==> src/rtl/ddr_test_sequencer.sv <==
// DDR input throughput test sequencer: arms capture, locks onto a 5-bit XNOR LFSR
// pattern, then counts bit errors over test_len captures. Optional: DDR_SEQ_FIRST_ERR_EN.
module ddr_test_sequencer #(
  parameter int WIDTH        = 8,
  parameter int LEN_W        = 8,
  parameter int ERR_W        = 8,
  parameter int LOCK_CYCLES  = 4,
  parameter int LOCK_TIMEOUT = 32
) (
  input  logic             clk,
  input  logic             rst_n,
  input  logic             start,
  input  logic [LEN_W-1:0] test_len,
  input  logic [WIDTH-1:0] cap_rise,
  input  logic [WIDTH-1:0] cap_fall,
  input  logic             cap_valid,
  output logic             cap_en,
  output logic             busy,
  output logic             done,
  output logic             locked,
  output logic [ERR_W-1:0] err_count,
  output logic             pass
`ifdef DDR_SEQ_FIRST_ERR_EN
  ,
  output logic             first_err_vld,
  output logic [LEN_W-1:0] first_err_idx
`endif
);

  localparam int WGT_W = $clog2(2 * WIDTH + 1);
  localparam int CLN_W = $clog2(LOCK_CYCLES + 1);
  localparam int TMO_W = $clog2(LOCK_TIMEOUT + 1);

  typedef enum logic [2:0] {IDLE, ARM, SEED, LOCK, RUN, DONE} state_t;

  state_t           state;
  logic [4:0]       lfsr;
  logic [1:0]       seed_cnt;
  logic [CLN_W-1:0] clean_cnt;
  logic [TMO_W-1:0] tmo_cnt;
  logic [LEN_W-1:0] run_cnt;
  logic [LEN_W-1:0] len_q;

  function automatic logic [4:0] lfsr_step(input logic [4:0] l);
    return {l[3:0], ~(l[4] ^ l[2])};
  endfunction

  logic [4:0]       lfsr_1, lfsr_2, seed_shift;
  logic [WIDTH-1:0] rise_diff, fall_diff;
  logic [WGT_W-1:0] err_wgt;
  logic [ERR_W:0]   err_sum;
  logic [ERR_W-1:0] err_next;
  logic             clean, lock_hit, tmo_hit, run_last;

  // NOTE: every signal is assigned on every path through this block, so no latch is inferred.
  always_comb begin
    lfsr_1     = lfsr_step(lfsr);
    lfsr_2     = lfsr_step(lfsr_1);
    seed_shift = {lfsr[2:0], cap_rise[0], cap_fall[0]};
    rise_diff  = cap_rise ^ {WIDTH{lfsr[0]}};
    fall_diff  = cap_fall ^ {WIDTH{lfsr_1[0]}};
    err_wgt    = '0;
    for (int i = 0; i < WIDTH; i++) begin
      err_wgt = err_wgt + WGT_W'(rise_diff[i]) + WGT_W'(fall_diff[i]);
    end
    // One extra bit catches overflow; a single capture can never add more than 2^ERR_W.
    err_sum  = (ERR_W + 1)'(err_count) + (ERR_W + 1)'(err_wgt);
    err_next = err_sum[ERR_W] ? '1 : err_sum[ERR_W-1:0];
    clean    = (err_wgt == '0);
    lock_hit = clean && (clean_cnt == CLN_W'(LOCK_CYCLES - 1));
    tmo_hit  = (tmo_cnt == TMO_W'(LOCK_TIMEOUT - 1));
    run_last = (run_cnt == LEN_W'(len_q - 1'b1));
  end

  // NOTE: registers use non-blocking assignments so every flop samples pre-edge values.
  always_ff @(posedge clk or negedge rst_n) begin
    if (!rst_n) begin
      state     <= IDLE;
      lfsr      <= '0;
      seed_cnt  <= '0;
      clean_cnt <= '0;
      tmo_cnt   <= '0;
      run_cnt   <= '0;
      len_q     <= '0;
      cap_en    <= 1'b0;
      busy      <= 1'b0;
      done      <= 1'b0;
      locked    <= 1'b0;
      err_count <= '0;
      pass      <= 1'b0;
`ifdef DDR_SEQ_FIRST_ERR_EN
      first_err_vld <= 1'b0;
      first_err_idx <= '0;
`endif
    end else begin
      case (state)
        IDLE: if (start) begin
          state     <= ARM;
          len_q     <= test_len;
          err_count <= '0;
          locked    <= 1'b0;
          done      <= 1'b0;
          pass      <= 1'b0;
          busy      <= 1'b1;
          cap_en    <= 1'b1;
`ifdef DDR_SEQ_FIRST_ERR_EN
          first_err_vld <= 1'b0;
          first_err_idx <= '0;
`endif
        end
        ARM: begin
          state     <= SEED;
          seed_cnt  <= '0;
          clean_cnt <= '0;
          tmo_cnt   <= '0;
        end
        SEED: if (cap_valid) begin
          tmo_cnt <= tmo_cnt + 1'b1;
          if (seed_cnt == 2'd2) begin
            // Step once past the last observed bit so l[0] predicts the next rise sample.
            lfsr     <= lfsr_step(seed_shift);
            seed_cnt <= '0;
            state    <= LOCK;
          end else begin
            lfsr     <= seed_shift;
            seed_cnt <= seed_cnt + 1'b1;
          end
          if (tmo_hit) begin
            state  <= DONE;
            done   <= 1'b1;
            busy   <= 1'b0;
            cap_en <= 1'b0;
            pass   <= 1'b0;
          end
        end
        LOCK: if (cap_valid) begin
          lfsr    <= lfsr_2;
          tmo_cnt <= tmo_cnt + 1'b1;
          if (lock_hit) begin
            locked    <= 1'b1;
            clean_cnt <= '0;
            run_cnt   <= '0;
            if (len_q == '0) begin
              state  <= DONE;
              done   <= 1'b1;
              busy   <= 1'b0;
              cap_en <= 1'b0;
              pass   <= (err_count == '0);
            end else begin
              state <= RUN;
            end
          end else if (tmo_hit) begin
            state  <= DONE;
            done   <= 1'b1;
            busy   <= 1'b0;
            cap_en <= 1'b0;
            pass   <= 1'b0;
          end else if (clean) begin
            clean_cnt <= clean_cnt + 1'b1;
          end else begin
            clean_cnt <= '0;
            seed_cnt  <= '0;
            state     <= SEED;
          end
        end
        RUN: if (cap_valid) begin
          lfsr      <= lfsr_2;
          err_count <= err_next;
          run_cnt   <= run_cnt + 1'b1;
`ifdef DDR_SEQ_FIRST_ERR_EN
          if (!clean && !first_err_vld) begin
            first_err_vld <= 1'b1;
            first_err_idx <= run_cnt;
          end
`endif
          if (run_last) begin
            state  <= DONE;
            done   <= 1'b1;
            busy   <= 1'b0;
            cap_en <= 1'b0;
            pass   <= (err_next == '0);
          end
        end
        DONE:    state <= IDLE;
        default: state <= IDLE;
      endcase
    end
  end

endmodule
==> config.mk <==
export PLATFORM = sky130hd
export DESIGN_NAME = ddr_test_sequencer
export DESIGN_NICKNAME = d
export VERILOG_FILES = /design/src/rtl/ddr_test_sequencer.sv
export SDC_FILE = /design/constraint.sdc
export NUM_CORES = 1
export LEC_CHECK = 0
export ABC_AREA = 1
export BUFFER_PORTS_ARGS = -buffer_cell sky130_fd_sc_hd__buf_2
export CAP_MARGIN = 20
export CORE_AREA = 3 3 112 71
export CTS_BUF_LIST = sky130_fd_sc_hd__clkbuf_4 sky130_fd_sc_hd__clkbuf_8
export DETAILED_ROUTE_END_ITERATION = 8
export DIE_AREA = 0 0 115 74
export PLACE_DENSITY = 0.7
export SLEW_MARGIN = 0
export SYNTH_ARGS = -nofsm -noshare
export SYNTH_HDL_FRONTEND = slang
export SYNTH_SLANG_ARGS = --single-unit
==> constraint.sdc <==
create_clock -name clk -period 5.9 [get_ports clk]
set_input_delay 0.885 -clock clk [delete_from_list [all_inputs] [get_ports clk]]
set_output_delay 0.885 -clock clk [all_outputs]
set_load 0.05 [all_outputs]
==> flow_summary.json, run 1 <==
{
  "status": "complete, no violations",
  "n_antenna_cell": 0,
  "grt_max_degree": 49,
  "syn_inst": 529,
  "cp_data_required_time_ps": 6140,
  "cts_hold_buf": 0,
  "drv_slew": 0,
  "antenna_found_initial": 0,
  "utilization_pct": 59.3,
  "grt-ovfl-total": 0,
  "ys_async_sr_fraction_pct": 100,
  "maxCapViolations": 0,
  "synth_cell_types": 39,
  "vias": 3562,
  "synth_common_cells": "140 x nand2_1, 77 x inv_1, 48 x dfrtp_1",
  "syn_area_um2": 3790,
  "critPathMaxFanout": 8,
  "tritoncts": "done",
  "grt.total_usage_pct": 23.0,
  "synth_top_area_share_pct": 31.7,
  "path_class": "flop to flop",
  "gp_congestion": 0.957,
  "coreArea_um2": 7090,
  "place_area_um2": 4080,
  "fin_tns_setup_ps": 0,
  "ant_nets": 0,
  "cpMaxStageDelayCell": "fa_1",
  "cts_setup_buffers": 0,
  "yosys_warnings": 0,
  "clock-sinks": 48,
  "rsz0062_at_grt": "no",
  "grt_pass1_vias": 3238,
  "fp.dieW_um": 115,
  "skew_ps": 14.4,
  "fin_crit_ps": 5420,
  "grt_pass1_wl_um": 15500,
  "std_cell_rows": 24,
  "clockBufferDepth": 2,
  "worstMarginPinSlew_ps": 578,
  "cts_made_buffers": 5,
  "io_buffers": 40,
  "fmax_mhz": 184,
  "root_buffer": "clkbuf_8",
  "max_stage_delay_ps": 540,
  "dp_hpwl_um": 7310,
  "clk_pin_slew_ps": 100,
  "pre_cts_slack_ps": 330,
  "die_area_um2": 8510,
  "syn_nets": 584,
  "finalSetupViolCount": 0,
  "wl_per_cell_um": 13.7,
  "via_per_inst": 5.36,
  "routed_wl_um": 9140,
  "slew_headroom_pct": 61.4,
  "ys_ff_latch": 48,
  "critPathArrivalTime_ps": 5670,
  "synthTopCellsByArea": "dfrtp_1 32%, nand2_1 14%, inv_1 7.6%, ha_1 5.6%, fa_1 5.3%",
  "yosysMostFrequentCell": "nand2_1",
  "rrSetupSlack_ps": 480,
  "area_growth_pct": 10.9,
  "synth-edff-count": 0,
  "synthFlopType": "dfrtp_1",
  "hold_viol": 0,
  "rr_worst_depth": 23,
  "io_pins": 41,
  "hp-class": "primary input to asynchronous set/reset pin",
  "path_cells": "inv_1 -> nand2_1 -> nand2_1 -> xnor2_1 -> fa_1 -> fa_1 -> fa_1 -> inv_1 -> fa_1 -> ha_1 -> fa_1 -> a21oi_1 -> nor2_2 -> ha_1 -> a21oi_1 -> nand3_1 -> nand2_1 -> nand2_1 -> nor2_1 -> nand3_1 -> nand3_1 -> nand3_1 -> nand2_1",
  "dr.first_iter.drc_count": 288,
  "initial_core_util_pct": 53.4,
  "syn-mean-instance-area_um2": 7.16,
  "synth.yosys.seq_area_share_pct": 31.7,
  "nets": 628,
  "clock_latency_ps": 310,
  "cp-start-kind": "flop",
  "fin_ws_ps": 476,
  "endpoint_kind": "flop",
  "rr_startpoint": "lfsr[2]$_DFFE_PN0P_",
  "fin_crit_sh_pct": 91.9,
  "first_pass_iters": 5,
  "regToRegEndpoint": "pass$_DFFE_PN0P_",
  "dieHeight_um": 74,
  "fin_area_um2": 4200,
  "yosysTopAreaCell": "dfrtp_1",
  "route.detailed.drc": 0,
  "post_cts_resized": 0,
  "drive_gt1_share_pct": 16.2,
  "cts_max_level": 2
}
==> metrics by stage <==
step                      hold slack [ps]  cells
after floorplan                       452    529
after global placement                466    656
after detailed placement              476    656
after CTS                             498    664
after global routing                  496    665
final                                 484    665
==> final cells by class <==
type                    count  area (um2)
fillers                   691        2890
multi-input cells         390        2230
flip-flops and latches     48        1200
inverters                  87         335
repair buffers             41         220
well taps                  91         114
clock buffers               7        90.1
clock inverters             1        7.51
==> logic make-up (layout without fill, tap and decap cells) <==
group           after synthesis  after routing  synth area share (%)
xor+xnor                     21             21                  5.05
flops                        48             48                  31.7
fa+ha+maj                    27             27                  10.9
buf+inv                      91            136                  9.35
compound gates               78             78                  11.9
simple gates                264            264                  31.1
==> critical path, delay by kind of cell (launching register included) <==
family | cells | cell delay (ps)
AO/OA/AOI/OAI | 2 | 430
XOR/XNOR | 1 | 290
adder cells (fa/ha/maj) | 7 | 2940
buffers and inverters | 2 | 140
flip-flops | 1 | 400
AND/OR/NAND/NOR | 11 | 1170
==> worst max-delay path by stage <==
| stage | start | to | slack (ps) | depth (start not counted) |
|---|---|---|---|---|
| CTS | lfsr[2]$_DFFE_PN0P_ | pass$_DFFE_PN0P_ | 460 | 23 |
| global placement | cap_rise[0] | pass$_DFFE_PN0P_ | 460 | 21 |
| global route | lfsr[2]$_DFFE_PN0P_ | pass$_DFFE_PN0P_ | 70 | 27 |
| floorplan | cap_rise[1] | pass$_DFFE_PN0P_ | 750 | 20 |
| detailed placement | cap_rise[0] | pass$_DFFE_PN0P_ | 330 | 21 |
| finish | lfsr[2]$_DFFE_PN0P_ | pass$_DFFE_PN0P_ | 480 | 23 |
==> metal layers <==
| layer | wire length (um) | share of wire [%] | track usage, % |
|---|---|---|---|
| met4 | 83 | 0.91 | 4.95 |
| met2 | 3660 | 40 | 32.8 |
| met5 | 0 | 0 | 0 |
| met3 | 530 | 5.8 | 4.07 |
| met1 | 4870 | 53 | 36.5 |
==> registers in the layout, indices dropped and copies added (netlist names) <==
name       count
busy           1
cap_en         1
clean_cnt      3
done           1
err_count      8
len_q          8
lfsr           5
locked         1
pass           1
run_cnt        8
seed_cnt       2
state          3
tmo_cnt        6
==> placed cells by master (no fill, tap or decap), types with 4 or more instances in the layout <==
master | Yosys | layout
a21oi_1 | 20 | 20
fa_1 | 10 | 10
nand2_2 | 9 | 9
xor2_1 | 8 | 8
inv_1 | 77 | 77
nor2_1 | 42 | 42
ha_1 | 17 | 17
nand2_1 | 140 | 140
xnor2_1 | 12 | 12
dfrtp_1 | 48 | 48
nand4_1 | 11 | 11
buf_2 | 3 | 40
inv_2 | 7 | 7
o21ai_0 | 37 | 37
clkbuf_8 | 0 | 6
nand3_1 | 40 | 40
nor2_2 | 8 | 8
nor3_1 | 5 | 5
a21oi_2 | 4 | 4
Power of run 1 is left out: the tool's default activity adds up to more than one toggle a clock period on the data nets, which glitch-free logic cannot reach.
==> inputs of run 2 (changes only) <==
Settings changed: ABC_AREA 1 to default, CORE_AREA 3 3 112 71 to 3 3 109 69, CTS_BUF_LIST sky130_fd_sc_hd__clkbuf_4 sky130_fd_sc_hd__clkbuf_8 to sky130_fd_sc_hd__clkbuf_4, DIE_AREA 0 0 115 74 to 0 0 112 72.
==> run 2 against run 1 <==
  * Register-to-register slack improved by 70 ps
  * Global-route usage decreased by 1.8 points
  * Maximum frequency increased by 1.4%
  * Area after synthesis decreased by 5.4%
  * Cell area decreased by 7.0%
  * Sequential share of layout area increased by 2.2 points
  * Die area decreased by 5.2%
  * Critical path depth decreased by 3
  * Critical path type unchanged
==> flow_summary.json, run 2 <==
{
  "grt-ovfl-total": 0,
  "vias": 3024,
  "dieHeight_um": 72,
  "io_pins": 41,
  "fp.dieW_um": 112,
  "path_cells": "xnor2_1 -> buf_4 -> xor2_1 -> ha_1 -> inv_1 -> fa_1 -> fa_1 -> inv_1 -> fa_1 -> ha_1 -> fa_1 -> xor2_1 -> ha_1 -> nand2_1 -> o21ai_0 -> a21oi_1 -> xnor2_1 -> nor4b_1 -> a21oi_1 -> o2bb2ai_1",
  "yosysMostFrequentCell": "nand2_1",
  "maxCapViolations": 0,
  "nets": 499,
  "via_per_inst": 5.68,
  "grt_pass1_wl_um": 13900,
  "antenna_found_initial": 0,
  "critPathArrivalTime_ps": 5670,
  "synth_top_area_share_pct": 33.5,
  "pre_cts_slack_ps": 188,
  "hp-class": "primary input to asynchronous set/reset pin",
  "cpMaxStageDelayCell": "fa_1",
  "ys_async_sr_fraction_pct": 100,
  "die_area_um2": 8060,
  "coreArea_um2": 6590,
  "n_antenna_cell": 0,
  "grt.total_usage_pct": 21.2,
  "synth_cell_types": 56,
  "synth_common_cells": "61 x nand2_1, 48 x dfrtp_1, 34 x a21oi_1",
  "synth.yosys.seq_area_share_pct": 33.5,
  "rsz0062_at_grt": "no",
  "io_buffers": 40,
  "cts_setup_buffers": 0,
  "nFillCells": 596,
  "ys_ff_latch": 48,
  "post_cts_resized": 0,
  "first_pass_iters": 5,
  "seq_area_um2": 1200,
  "utilization_pct": 59.3,
  "synthFlopType": "dfrtp_1",
  "fin_ws_ps": 549,
  "multi_input_area_um2": 2210,
  "cp.buffers_inverters": 3,
  "finalSetupViolCount": 0,
  "dp_hpwl_um": 6290,
  "reg_top3": "err_count x8, len_q x8, run_cnt x8",
  "fmax_mhz": 187,
  "root_buffer": "clkbuf_4",
  "clock_latency_ps": 380,
  "max_stage_delay_ps": 490,
  "syn-mean-instance-area_um2": 8.74,
  "area_growth_pct": 8.94,
  "yosys_warnings": 0,
  "wl_per_cell_um": 15.3,
  "drive_gt1_share_pct": 15.1,
  "syn_nets": 465,
  "cp_data_required_time_ps": 6220,
  "endpoint_kind": "flop",
  "synthTopCellsByArea": "dfrtp_1 34%, nand2_1 6.4%, ha_1 5.9%, fa_1 5.6%, xnor2_1 4.9%",
  "mostFrequentLayoutCell": "nand2_1",
  "clockBufferDepth": 2,
  "cts_hold_buf": 0,
  "fin_tns_setup_ps": 0,
  "yosysTopAreaCell": "dfrtp_1",
  "syn_area_um2": 3580,
  "path_class": "flop to flop",
  "clk_pin_slew_ps": 150,
  "dr.first_iter.drc_count": 263,
  "cts_made_buffers": 5,
  "tritoncts": "done",
  "status": "complete, no violations",
  "std_cell_rows": 23,
  "cts_max_level": 2,
  "initial_core_util_pct": 54.4,
  "synth-edff-count": 0,
  "fin_crit_sh_pct": 90.7,
  "drv_slew": 0,
  "critPathTopFamily": "adder cells",
  "fin_crit_ps": 5350,
  "ant_nets": 0,
  "cp-start-kind": "flop",
  "final_cell_mix": "61 x nand2_1, 48 x dfrtp_1, 40 x buf_2",
  "hold_viol": 0,
  "grt_pass1_vias": 2777,
  "cp_common_cell": "fa_1",
  "clock-sinks": 48,
  "grt_max_degree": 49,
  "route.detailed.drc": 0,
  "worstMarginPinSlew_ps": 541,
  "slew_headroom_pct": 63.8,
  "critPathMaxFanout": 8,
  "skew_ps": 16.5,
  "routed_wl_um": 8160,
  "gp_congestion": 0.864,
  "syn_inst": 410
}
run 2: cell type report:
type / instances / area share (%)
inverter: 23 / 2.21
clock inverter: 3 / 0.352
sequential: 48 / 30.8
clock buffer: 5 / 0.961
tap: 87 / 2.79
timing repair buffer: 44 / 6.22
multi-input combinational: 322 / 56.7
run 2: logic make-up after synthesis:
kind of cell               Yosys count  synth area share (%)
muxes                               19                  5.51
adders and majority gates           27                  11.5
buffers and inverters               40                  4.71
and+or+nand+nor                    142                  18.9
AOI/OAI and AO/OA                  101                  17.8
DFF                                 48                  33.5
xor gates and xnor gates            33                  8.06
run 2: final timing paths:
check                                        startpoint                       to  slack (ps)  depth (start not counted)
min in group clk                seed_cnt[1]$_DFFE_PN0P_  seed_cnt[1]$_DFFE_PN0P_         500                          1
worst min register to register  seed_cnt[1]$_DFFE_PN0P_  seed_cnt[1]$_DFFE_PN0P_         500                          1
max in group asynchronous                         rst_n   run_cnt[4]$_DFFE_PN0P_        5080                          2
worst min-delay path                              rst_n     len_q[4]$_DFFE_PN0P_         320                          1
worst max register to register      lfsr[2]$_DFFE_PN0P_         pass$_DFFE_PN0P_         550                         20
worst max-delay path                lfsr[2]$_DFFE_PN0P_         pass$_DFFE_PN0P_         550                         20
run 2: per-stage QoR:
| stage | std cells | area (um2) | hold slack, ps |
|---|---|---|---|
| after global placement | 523 | 3830 | 480 |
| final | 532 | 3910 | 317 |
| after global routing | 532 | 3910 | 310 |
| after floorplan | 410 | 3580 | 456 |
| after CTS | 531 | 3880 | 505 |
| after detailed placement | 523 | 3830 | 484 |
run 2: metal layers:
metal	share of wire, %	GRT usage [%]
met5	0	0
met4	0.69	4.00
met3	6.4	4.33
met2	40	30.1
met1	53	33.6
Power of run 2 is left out for the same reason.
==> inputs of run 3 (changes only) <==
Settings changed: BUFFER_PORTS_ARGS -buffer_cell sky130_fd_sc_hd__buf_2 to -buffer_cell sky130_fd_sc_hd__clkbuf_2, REMOVE_ABC_BUFFERS from default to 1.
==> run 3 against run 2 <==
  * Critical path depth is 3 lower
  * Cell area is 0.22% lower
  * Highest routed layer unchanged
  * Count of clock-buffer cells in the layout is 2 higher
  * Critical path type unchanged
  * Core utilization is 0.13 points lower
  * Sequential share of layout area is 0.10 points higher
  * Largest cell class unchanged
==> flow_summary.json, run 3 (synthesis results as in run 2) <==
{
  "status": "complete, no violations",
  "rr_startpoint": "lfsr[2]$_DFFE_PN0P_",
  "first_pass_iters": 5,
  "area_growth_pct": 8.69,
  "vias": 3049,
  "regToRegEndpoint": "pass$_DFFE_PN0P_",
  "nets": 498,
  "hold_viol": 0,
  "dieHeight_um": 72,
  "cts_made_buffers": 5,
  "dp_hpwl_um": 6480,
  "route.detailed.drc": 0,
  "worstMarginPinSlew_ps": 616,
  "via_per_inst": 5.74,
  "clk_pin_slew_ps": 140,
  "ant_nets": 0,
  "grt_pass1_wl_um": 14100,
  "critPathMaxFanout": 6,
  "critPathArrivalTime_ps": 5730,
  "io_pins": 41,
  "routed_wl_um": 8410,
  "dr.first_iter.drc_count": 321,
  "initial_core_util_pct": 54.4,
  "grt_max_degree": 49,
  "tritoncts": "done",
  "clock-sinks": 48,
  "die_area_um2": 8060,
  "fin_tns_setup_ps": 0,
  "drive_gt1_share_pct": 15.3,
  "hp-class": "flop to flop",
  "maxCapViolations": 0,
  "hold-worst-slack_ps": 495,
  "clockBufferDepth": 2,
  "io_buffers": 40,
  "hold_path_end": "seed_cnt[1]$_DFFE_PN0P_",
  "grt.total_usage_pct": 21.5,
  "cp_data_required_time_ps": 6200,
  "rrSetupSlack_ps": 470,
  "cts_max_level": 2,
  "std_cell_rows": 23,
  "rsz0062_at_grt": "no",
  "skew_ps": 9.26,
  "coreArea_um2": 6590,
  "grt-ovfl-total": 0,
  "fp.dieW_um": 112,
  "fin_crit_sh_pct": 92.0,
  "cp-start-kind": "flop",
  "root_buffer": "clkbuf_4",
  "finalSetupViolCount": 0,
  "antenna_found_initial": 0,
  "path_class": "flop to flop",
  "clock_latency_ps": 380,
  "final_cell_mix": "61 x nand2_1, 47 x dfrtp_1, 40 x clkbuf_2",
  "reg_top3": "err_count x8, len_q x8, run_cnt x8",
  "gp_congestion": 0.903,
  "mostFrequentLayoutCell": "nand2_1",
  "fin_crit_ps": 5430,
  "grt_pass1_vias": 2866,
  "drv_slew": 0,
  "endpoint_kind": "flop",
  "fmax_mhz": 184,
  "utilization_pct": 59.1,
  "wl_per_cell_um": 15.8,
  "rr_worst_depth": 17,
  "holdPathStages": 1,
  "slew_headroom_pct": 58.8,
  "n_antenna_cell": 0,
  "hold_start": "seed_cnt[1]$_DFFE_PN0P_"
}
[run 3: per-layer routing]
metal	up-vias	routed length, um	global-route usage [%]	share of wire, %
li1	1501	-	-	-
met1	1459	4270	32.3	51
met2	67	3650	32.6	43
met3	22	352	4.00	4.2
met4	0	133	4.93	1.6
met5	-	0	0	0
[run 3: repair_timing]
item                                   CTS  global route
setup buffers                            0             0
resized for setup                        0             1
setup endpoints to repair                0             1
endpoints found under the hold margin    0             0
hold buffers                             0             0
[run 3: area by class of cell]
class                      count  area, um2
tap                           87        109
fill                         595       2690
multi-input combinational    322       2210
timing repair buffer          43        223
clock inverter                 1       8.76
inverter                      23       86.3
sequential                    48       1200
clock buffer                   7       52.6
[run 3: critical path: stages, from the launching register on]
cell and delay, ps:
dfrtp_1 460, xnor2_1 260, xnor2_1 170, fa_1 490, fa_1 490, fa_1 570, inv_1 60, fa_1 480
ha_1 240, fa_1 500, fa_1 460, nand3_1 90, nand2_1 150, nor3_1 230, a31oi_1 80, nor4b_1 330
a21oi_1 130, o2bb2ai_1 160
[run 3: how the worst max path moves through the flow]
| stage | from | end | slack, ps | cells after the start |
|---|---|---|---|---|
| global placement | cap_rise[0] | pass$_DFFE_PN0P_ | 340 | 18 |
| finish | lfsr[2]$_DFFE_PN0P_ | pass$_DFFE_PN0P_ | 470 | 17 |
| CTS | lfsr[0]$_DFFE_PN0P_ | pass$_DFFE_PN0P_ | 350 | 16 |
| detailed placement | cap_rise[0] | pass$_DFFE_PN0P_ | 190 | 17 |
| floorplan | lfsr[2]$_DFFE_PN0P_ | pass$_DFFE_PN0P_ | 500 | 18 |
| global route | lfsr[2]$_DFFE_PN0P_ | pass$_DFFE_PN0P_ | 100 | 19 |
[run 3: stage by stage]
step / cells / instance area, um2 / setup WS, ps
4_1_cts: 531 / 3890 / 346
6_report: 531 / 3900 / 471
3_5_place_dp: 523 / 3830 / 188
3_3_place_gp: 523 / 3830 / 340
2_1_floorplan: 393 / 3500 / 502
5_1_grt: 531 / 3900 / 103
Power of run 3 is left out for the same reason.
